### src/rtl/segment_scanner.sv
// segment_scanner: time-multiplexes per-digit seven-segment patterns onto a
// shared active-low cathode bus with one active-low anode per digit.
// A full-frame snapshot of the input is taken at every frame wrap so a digit
// never shows a half-updated value.
//
// Optional feature macro: SEGMENT_SCANNER_BLANK_EN
//   defined   -> the first BlankCycles cycles of every digit slot are dark
//                (anti-ghosting dead-time)
//   undefined -> every slot cycle drives its digit; BlankCycles is ignored

// Shared calculator constants; the scanner only needs the digit count.
package calc_pkg;
    parameter int NumDigits = 8;
endpackage

module segment_scanner #(
    parameter int ClkPerDigit = 1024,
    parameter int BlankCycles = 16
) (
    input  logic                                  clk_i,
    input  logic                                  rst_i,
    input  logic [calc_pkg::NumDigits-1:0][7:0]   display_segments_i,
    input  logic                                  blank_i,
    output logic [7:0]                            segments_cathode_o,
    output logic [calc_pkg::NumDigits-1:0]        segments_anode_o,
    output logic                                  frame_o
);

    localparam int NumDigits = calc_pkg::NumDigits;
    localparam int CntW      = (ClkPerDigit > 1) ? $clog2(ClkPerDigit) : 1;
    localparam int DigW      = (NumDigits > 1) ? $clog2(NumDigits) : 1;

    localparam logic [CntW-1:0] CntLast = CntW'(ClkPerDigit - 1);
    localparam logic [DigW-1:0] DigLast = DigW'(NumDigits - 1);

    // Reject parameter sets that would make the slot counter meaningless or
    // leave no driven cycles in a slot.
    if (ClkPerDigit < 2 || BlankCycles >= ClkPerDigit) begin : g_param_check
        $error("segment_scanner: need ClkPerDigit >= 2 and BlankCycles < ClkPerDigit");
    end

    logic [CntW-1:0]                   cnt;
    logic [DigW-1:0]                   d;
    logic [NumDigits-1:0][7:0]         snap;

    logic                              slot_end;
    logic                              frame_wrap;
    logic                              drive_off;
    logic [NumDigits-1:0]              digit_sel;
    logic [NumDigits-1:0]              next_anode;
    logic [7:0]                        next_cathode;

    // Slot and frame boundary detection from the current counters.
    always_comb begin
        slot_end   = (cnt == CntLast);
        frame_wrap = slot_end && (d == DigLast);
    end

    // Slot cycle counter and digit index; digit advances when a slot ends.
    always_ff @(posedge clk_i or posedge rst_i) begin
        if (rst_i) begin
            cnt <= '0;
            d   <= '0;
        end else if (slot_end) begin
            cnt <= '0;
            d   <= (d == DigLast) ? '0 : d + 1'b1;
        end else begin
            cnt <= cnt + 1'b1;
        end
    end

    // Frame snapshot: capture the whole input only at the frame wrap so the
    // next frame is displayed from one consistent set of digits.
    always_ff @(posedge clk_i or posedge rst_i) begin
        if (rst_i) begin
            snap <= '0;
        end else if (frame_wrap) begin
            snap <= display_segments_i;
        end
    end

`ifdef SEGMENT_SCANNER_BLANK_EN
    localparam logic [CntW-1:0] BlankLim = CntW'(BlankCycles);

    // Display is dark when blanked or during the slot's dead-time window.
    always_comb begin
        drive_off = blank_i || (cnt < BlankLim);
    end
`else
    // Display is dark only when explicitly blanked.
    always_comb begin
        drive_off = blank_i;
    end
`endif

    // Per-cycle drive decision: select the current digit or turn everything off.
    always_comb begin
        digit_sel    = '0;
        digit_sel[d] = 1'b1;
        next_anode   = ~digit_sel;
        next_cathode = ~snap[d];
        if (drive_off) begin
            next_anode   = '1;
            next_cathode = 8'hFF;
        end
    end

    // Register the drive decision and frame pulse so anode, cathode and
    // frame marker all change on the same edge.
    always_ff @(posedge clk_i or posedge rst_i) begin
        if (rst_i) begin
            segments_anode_o   <= '1;
            segments_cathode_o <= 8'hFF;
            frame_o            <= 1'b0;
        end else begin
            segments_anode_o   <= next_anode;
            segments_cathode_o <= next_cathode;
            frame_o            <= frame_wrap;
        end
    end

endmodule
### config.mk
export PLATFORM = sky130hd
export DESIGN_NAME = segment_scanner
export DESIGN_NICKNAME = d
export VERILOG_FILES = /design/src/rtl/segment_scanner.sv
export SDC_FILE = /design/constraint.sdc
export NUM_CORES = 1
export LEC_CHECK = 0
export ABC_AREA = 1
export CORE_AREA = 3 3 102 104
export CTS_BUF_LIST = sky130_fd_sc_hd__clkbuf_8 sky130_fd_sc_hd__clkbuf_16
export DETAILED_ROUTE_END_ITERATION = 8
export DIE_AREA = 0 0 105 107
export PLACE_DENSITY_LB_ADDON = 0.3
export SYNTH_ARGS = -nofsm -noshare
export SYNTH_HDL_FRONTEND = slang
export SYNTH_SLANG_ARGS = --single-unit
### constraint.sdc
create_clock -name clk_i -period 3.2 [get_ports clk_i]
set_input_delay 0.64 -clock clk_i [delete_from_list [all_inputs] [get_ports clk_i]]
set_output_delay 0.64 -clock clk_i [all_outputs]
set_load 0.02 [all_outputs]
**Word-level counts from Yosys, hierarchy flattened**

Index checks and enable logic that the tools add are counted.

- Output and inout port bits: 17
- Word-level logic and storage cells: 31
- Register bits: 94
- Input bits: 67

- Equality and inequality tests: 2
- $add $sub $neg: 2
- Mux-type cells: 8
- Reductions and logical operators: 2
- Bitwise logic cells: 2
- Order comparisons: 2

Operators with widths:

| kind | number |
|---|---|
| $bmux W8 S3 | 1 |
| $mux W8 | 3 |
| $not A8 Y8 | 2 |
| $add A10 B1 Y10 const B | 1 |
| $eq A10 B10 Y1 const B | 1 |
| $mux W10 | 1 |
| $lt A3 B4 Y1 const B | 1 |
| $add A3 B1 Y3 const B | 1 |
| $demux W1 S3 | 1 |
| $eq A3 B3 Y1 const B | 1 |
| $ge A3 B1 Y1 const B | 1 |
| $mux W3 | 1 |
| $logic_and A1 B1 Y1 | 2 |
| $mux W1 | 1 |

**Longest topological paths before layout**

- Depth in word-level cells: 6
- Depth in mapped cells: 9
- Depth with buffers taken out: 7

**Worst setup path after synthesis**

No wires, ideal clock.

- Path kind: register to register
- From: register d[1]
- To: register snap[48] (netlist bit)
- Stages on the path, launching flop included: 7
- Slack: 1,721 ps
- Required time: 3,134 ps
- Clock period less this slack: 1,479 ps
- Library setup time: 66 ps
- Arrival: 1,414 ps
- Buffers on the path: 2
- Cell sequence: dfrtp_1 ha_1 ha_1 clkbuf_1 clkbuf_1 nand3_1 nand2_1

- Cells in the longest elaborated chain, start to end: 2

RTL lines:

| element | RTL line | text |
|---|---|---|
| from (decl) | 43 | `logic [DigW-1:0] d;` |
| from (signal assigned) | 66 | `d <= (d == DigLast) ? '0 : d + 1'b1;` |
| $eq A3 B3 Y1 | 56 | `frame_wrap = slot_end && (d == DigLast);` |
| $logic_and A1 B1 Y1 | 56 |  |
| to (signal assigned) | 78 | `snap <= display_segments_i;` |
| to (decl) | 44 | `logic [NumDigits-1:0][7:0] snap;` |

Every way passes these cells.
A chain may end at the register's enable or synchronous reset.

**Final worst setup path**

- From: register segments_cathode_o[1]
- To: output port segments_cathode_o[1]

RTL lines:

| element | RTL line | text |
|---|---|---|
| from (decl) | 24 | `output logic [7:0] segments_cathode_o,` |
| from (signal assigned) | 117 | `segments_cathode_o <= next_cathode;` |

No word-level cell between the ends.

==> out/metrics.csv <==
stage;metric;value;unit
floorplanning;start_util;46.8;%
run;drv_cap;0;
hold_path;hp-class;reg -> reg;
worst_setup_path;cp_max_fo;1;
route;drc;0;
placement;hpwlAfterDp;7310;µm
final_layout;antenna_cells;0;
worst_setup_path;arrival;1.49;ns
timing;fin_crit_sh;66.6;%
worst_setup_path;worst_path_max_delay_cell;clkdlybuf4s50_1;
worst_setup_path;cp-start-kind;flop;
synth;syn_inst;575;
synth;syn_area_per_cell;7.84;µm²
timing;hold_violations;0;
clock_tree;cts_made_buffers;9;
timing;setup_viol;0;
route;wl;10200;µm
final_layout;final_common_cell;nand2_1;
timing;max_freq;469;MHz
placement;gp_congestion;0.795;
floorplanning;ios;84;
synth;synth_seq_area_share;52.6;%
final_layout;nFillCells;898;
timing;rsz0062_at_grt;no;
synth;synth_area;4510;µm²
route;final_antenna_net_count;0;
synth;synth_edf_count;0;
final_layout;register_area;2370;µm²
timing;timing.setup.tns;0;ns
clock_tree;cts_sinks;94;
placement;port_buffers;83;
synth;yosys.area.top_type;dfrtp_1;
worst_setup_path;crit_type;reg -> out;
grt;grt_pass1_wl;17700;µm
floorplanning;row_count;36;
final_layout;area_delta_synth_final;25.6;%
pwr;power.density;389;nW/µm²
synth;synth-main-ff-cell;dfrtp_1;
synth;ys_ff_latch;94;
clock_tree;ctsResizeCount;0;
clock_tree;root_buffer;clkbuf_8;
route;drt_iter0_drc;209;
floorplanning;dieHeight;107;µm
synth;synth-compound-area-share;1.44;%
timing;tightest_slew;0.874;ns
synth;synth_xor_area_share;0.971;%
pwr;leakagePower;2.95;nW
route;firstDrtPassIters;4;
final_layout;instances_no_fill;789;
worst_setup_path;end_kind;primary output;
floorplanning;coreArea;9640;µm²
clock_tree;hold_buffers;0;
placement;dp.cells;773;
run_status;status;finished clean;
grt;grt_pass1_vias;3742;
synth;synth_mux_area_share;0;%
clock_tree;cts-htree-levels;3;
grt;gr-total-overflow;0;
final_layout;final_cell_mix;nand2_1 (233), nand3_1 (89), clkdlybuf4s50_1 (83), dfrtp_1 (78), inv_1 (76);
synth;netlist.area_leader.share;43.3;%
grt;antenna_found_initial;0;
worst_setup_path;critical_path.max_stage_delay;0.60;ns
synth;synth_cell_types;21;
timing;period_needed;2.13;ns
synth;synth_top_family_by_area;simple AND/OR/NAND/NOR gates;
route;viasPerCell;4.83;
timing;clock_skew;0.0106;ns
synth;synth_nets;645;
worst_setup_path;crit_buf_inv;1;
timing;max-slew-margin-rel;41.5;%
floorplanning;dieWidth;105;µm
clock_tree;clk_pin_slew;0.09;ns
final_layout;drive_gt1_share;8.99;%
clock_tree;cts_tree;done;
grt;grt_util_all_layers;19.5;%
synth;synth_fa_ha_area_share;0.833;%
clock_tree;cts_max_path_buffers;2;
synth;ys_async_sr_fraction;100;%
final_layout;nNetsFinal;721;
worst_setup_path;worstPathCellList;clkdlybuf4s50_1;
synth;yosys.area_share.simple;34.1;%
pwr;ir_worst_vdd;265;µV
timing;drv_slew;0;
clock_tree;cts_setup_buffers;0;
route;num_vias;3811;
grt;grt_start_max_net_pins;66;
clock_tree;clk-insertion-delay-late;0.35;ns
worst_setup_path;worst_ep_required_time;2.56;ns
floorplanning;dieArea;11200;µm²
synth;synthTopCellsByArea;dfrtp_1 (43%), nand2_1 (19%), nand3_1 (9.9%);
worst_setup_path;path_delay_family;buffers and inverters;
route;wl_per_cell;13.0;µm
final_layout;multi_input_area;1680;µm²
synth;yosysWarnings;0;
[metal layers]
metal | vias up | global-route usage, % | share of wire [%]
met1 | 1794 | 26.6 | 46
met5 | - | 0 | 0
met4 | 0 | 7.50 | 2.0
met2 | 96 | 30.9 | 47
met3 | 15 | 3.55 | 4.8
li1 | 1906 | - | -
[cell families (layout without fill, tap and decap cells)]
logic type      Yosys count  in the layout
xor+xnor                  5              5
flops                    94             94
fa+ha+maj                 3              3
compound gates           13             13
simple gates            354            354
buf+inv                 106            187
[final cells by class]
| cell class | instances | share of cell area, % |
|---|---|---|
| clock buffer | 11 | 3.07 |
| inverter | 78 | 5.19 |
| timing repair buffer | 93 | 16.2 |
| multi-input combinational | 375 | 29.7 |
| sequential | 94 | 41.9 |
| tap | 133 | 2.94 |
| clock inverter | 5 | 0.928 |
[path summary, 6_finish.rpt]
| path | from | endpoint | slack (ns) | cells after the start |
|---|---|---|---|---|
| min in group asynchronous | rst_i | snap[7]$_DFFE_PP0P_ | 0.58 | 2 |
| max in group asynchronous | rst_i | segments_anode_o[3]$_DFF_PP1_ | 1.90 | 3 |
| worst max register to register | cnt[0]$_DFF_PP0_ | snap[49]$_DFFE_PP0P_ | 1.13 | 7 |
| worst max-delay path | segments_cathode_o[1]$_DFF_PP1_ | segments_cathode_o[1] | 1.07 | 1 |
| worst min register to register | snap[32]$_DFFE_PP0P_ | snap[32]$_DFFE_PP0P_ | 0.48 | 2 |
| worst min-delay path | snap[32]$_DFFE_PP0P_ | snap[32]$_DFFE_PP0P_ | 0.48 | 2 |
[cell usage after synthesis, types with 2 or more instances]
cell type	count
buf_6	3
a21oi_1	2
nand3_2	10
nand2_2	2
clkinv_1	2
xor2_1	3
clkbuf_1	6
nand2_1	233
ha_1	3
nor2_4	3
dfrtp_1	78
nand3_1	89
dfstp_2	16
xnor2_1	2
inv_1	76
nor2_1	15
o21ai_0	11
buf_2	18
[state kept, by name, summed over array words and instances (netlist names)]
name / count
cnt: 10
snap: 64
d: 3
segments_cathode_o: 8
frame_o: 1
segments_anode_o: 8
[through the flow]
step                power (mW)  hold WS [ns]  cell area (µm²)  util, %  setup WS, ns
global placement          1.36         0.458             5440     56.4          1.23
floorplan                 1.25         0.442             4510        -         0.138
CTS                       2.22         0.481             5660     58.7          1.06
global route              2.27         0.506             5660     58.7         0.922
finish                    2.20         0.484             5660     58.7          1.07
detailed placement        1.36         0.459             5440     56.4          1.11
[power breakdown]
| group | total [mW] | switching [mW] | leakage [nW] | internal (mW) |
|---|---|---|---|---|
| logic | 0.133 | 0.0485 | 1.92 | 0.0843 |
| registers | 1.20 | 0.00215 | 0.909 | 1.20 |
| clock network | 0.869 | 0.415 | 0.121 | 0.454 |
No activity file was read; power rests on OpenSTA's default activity.
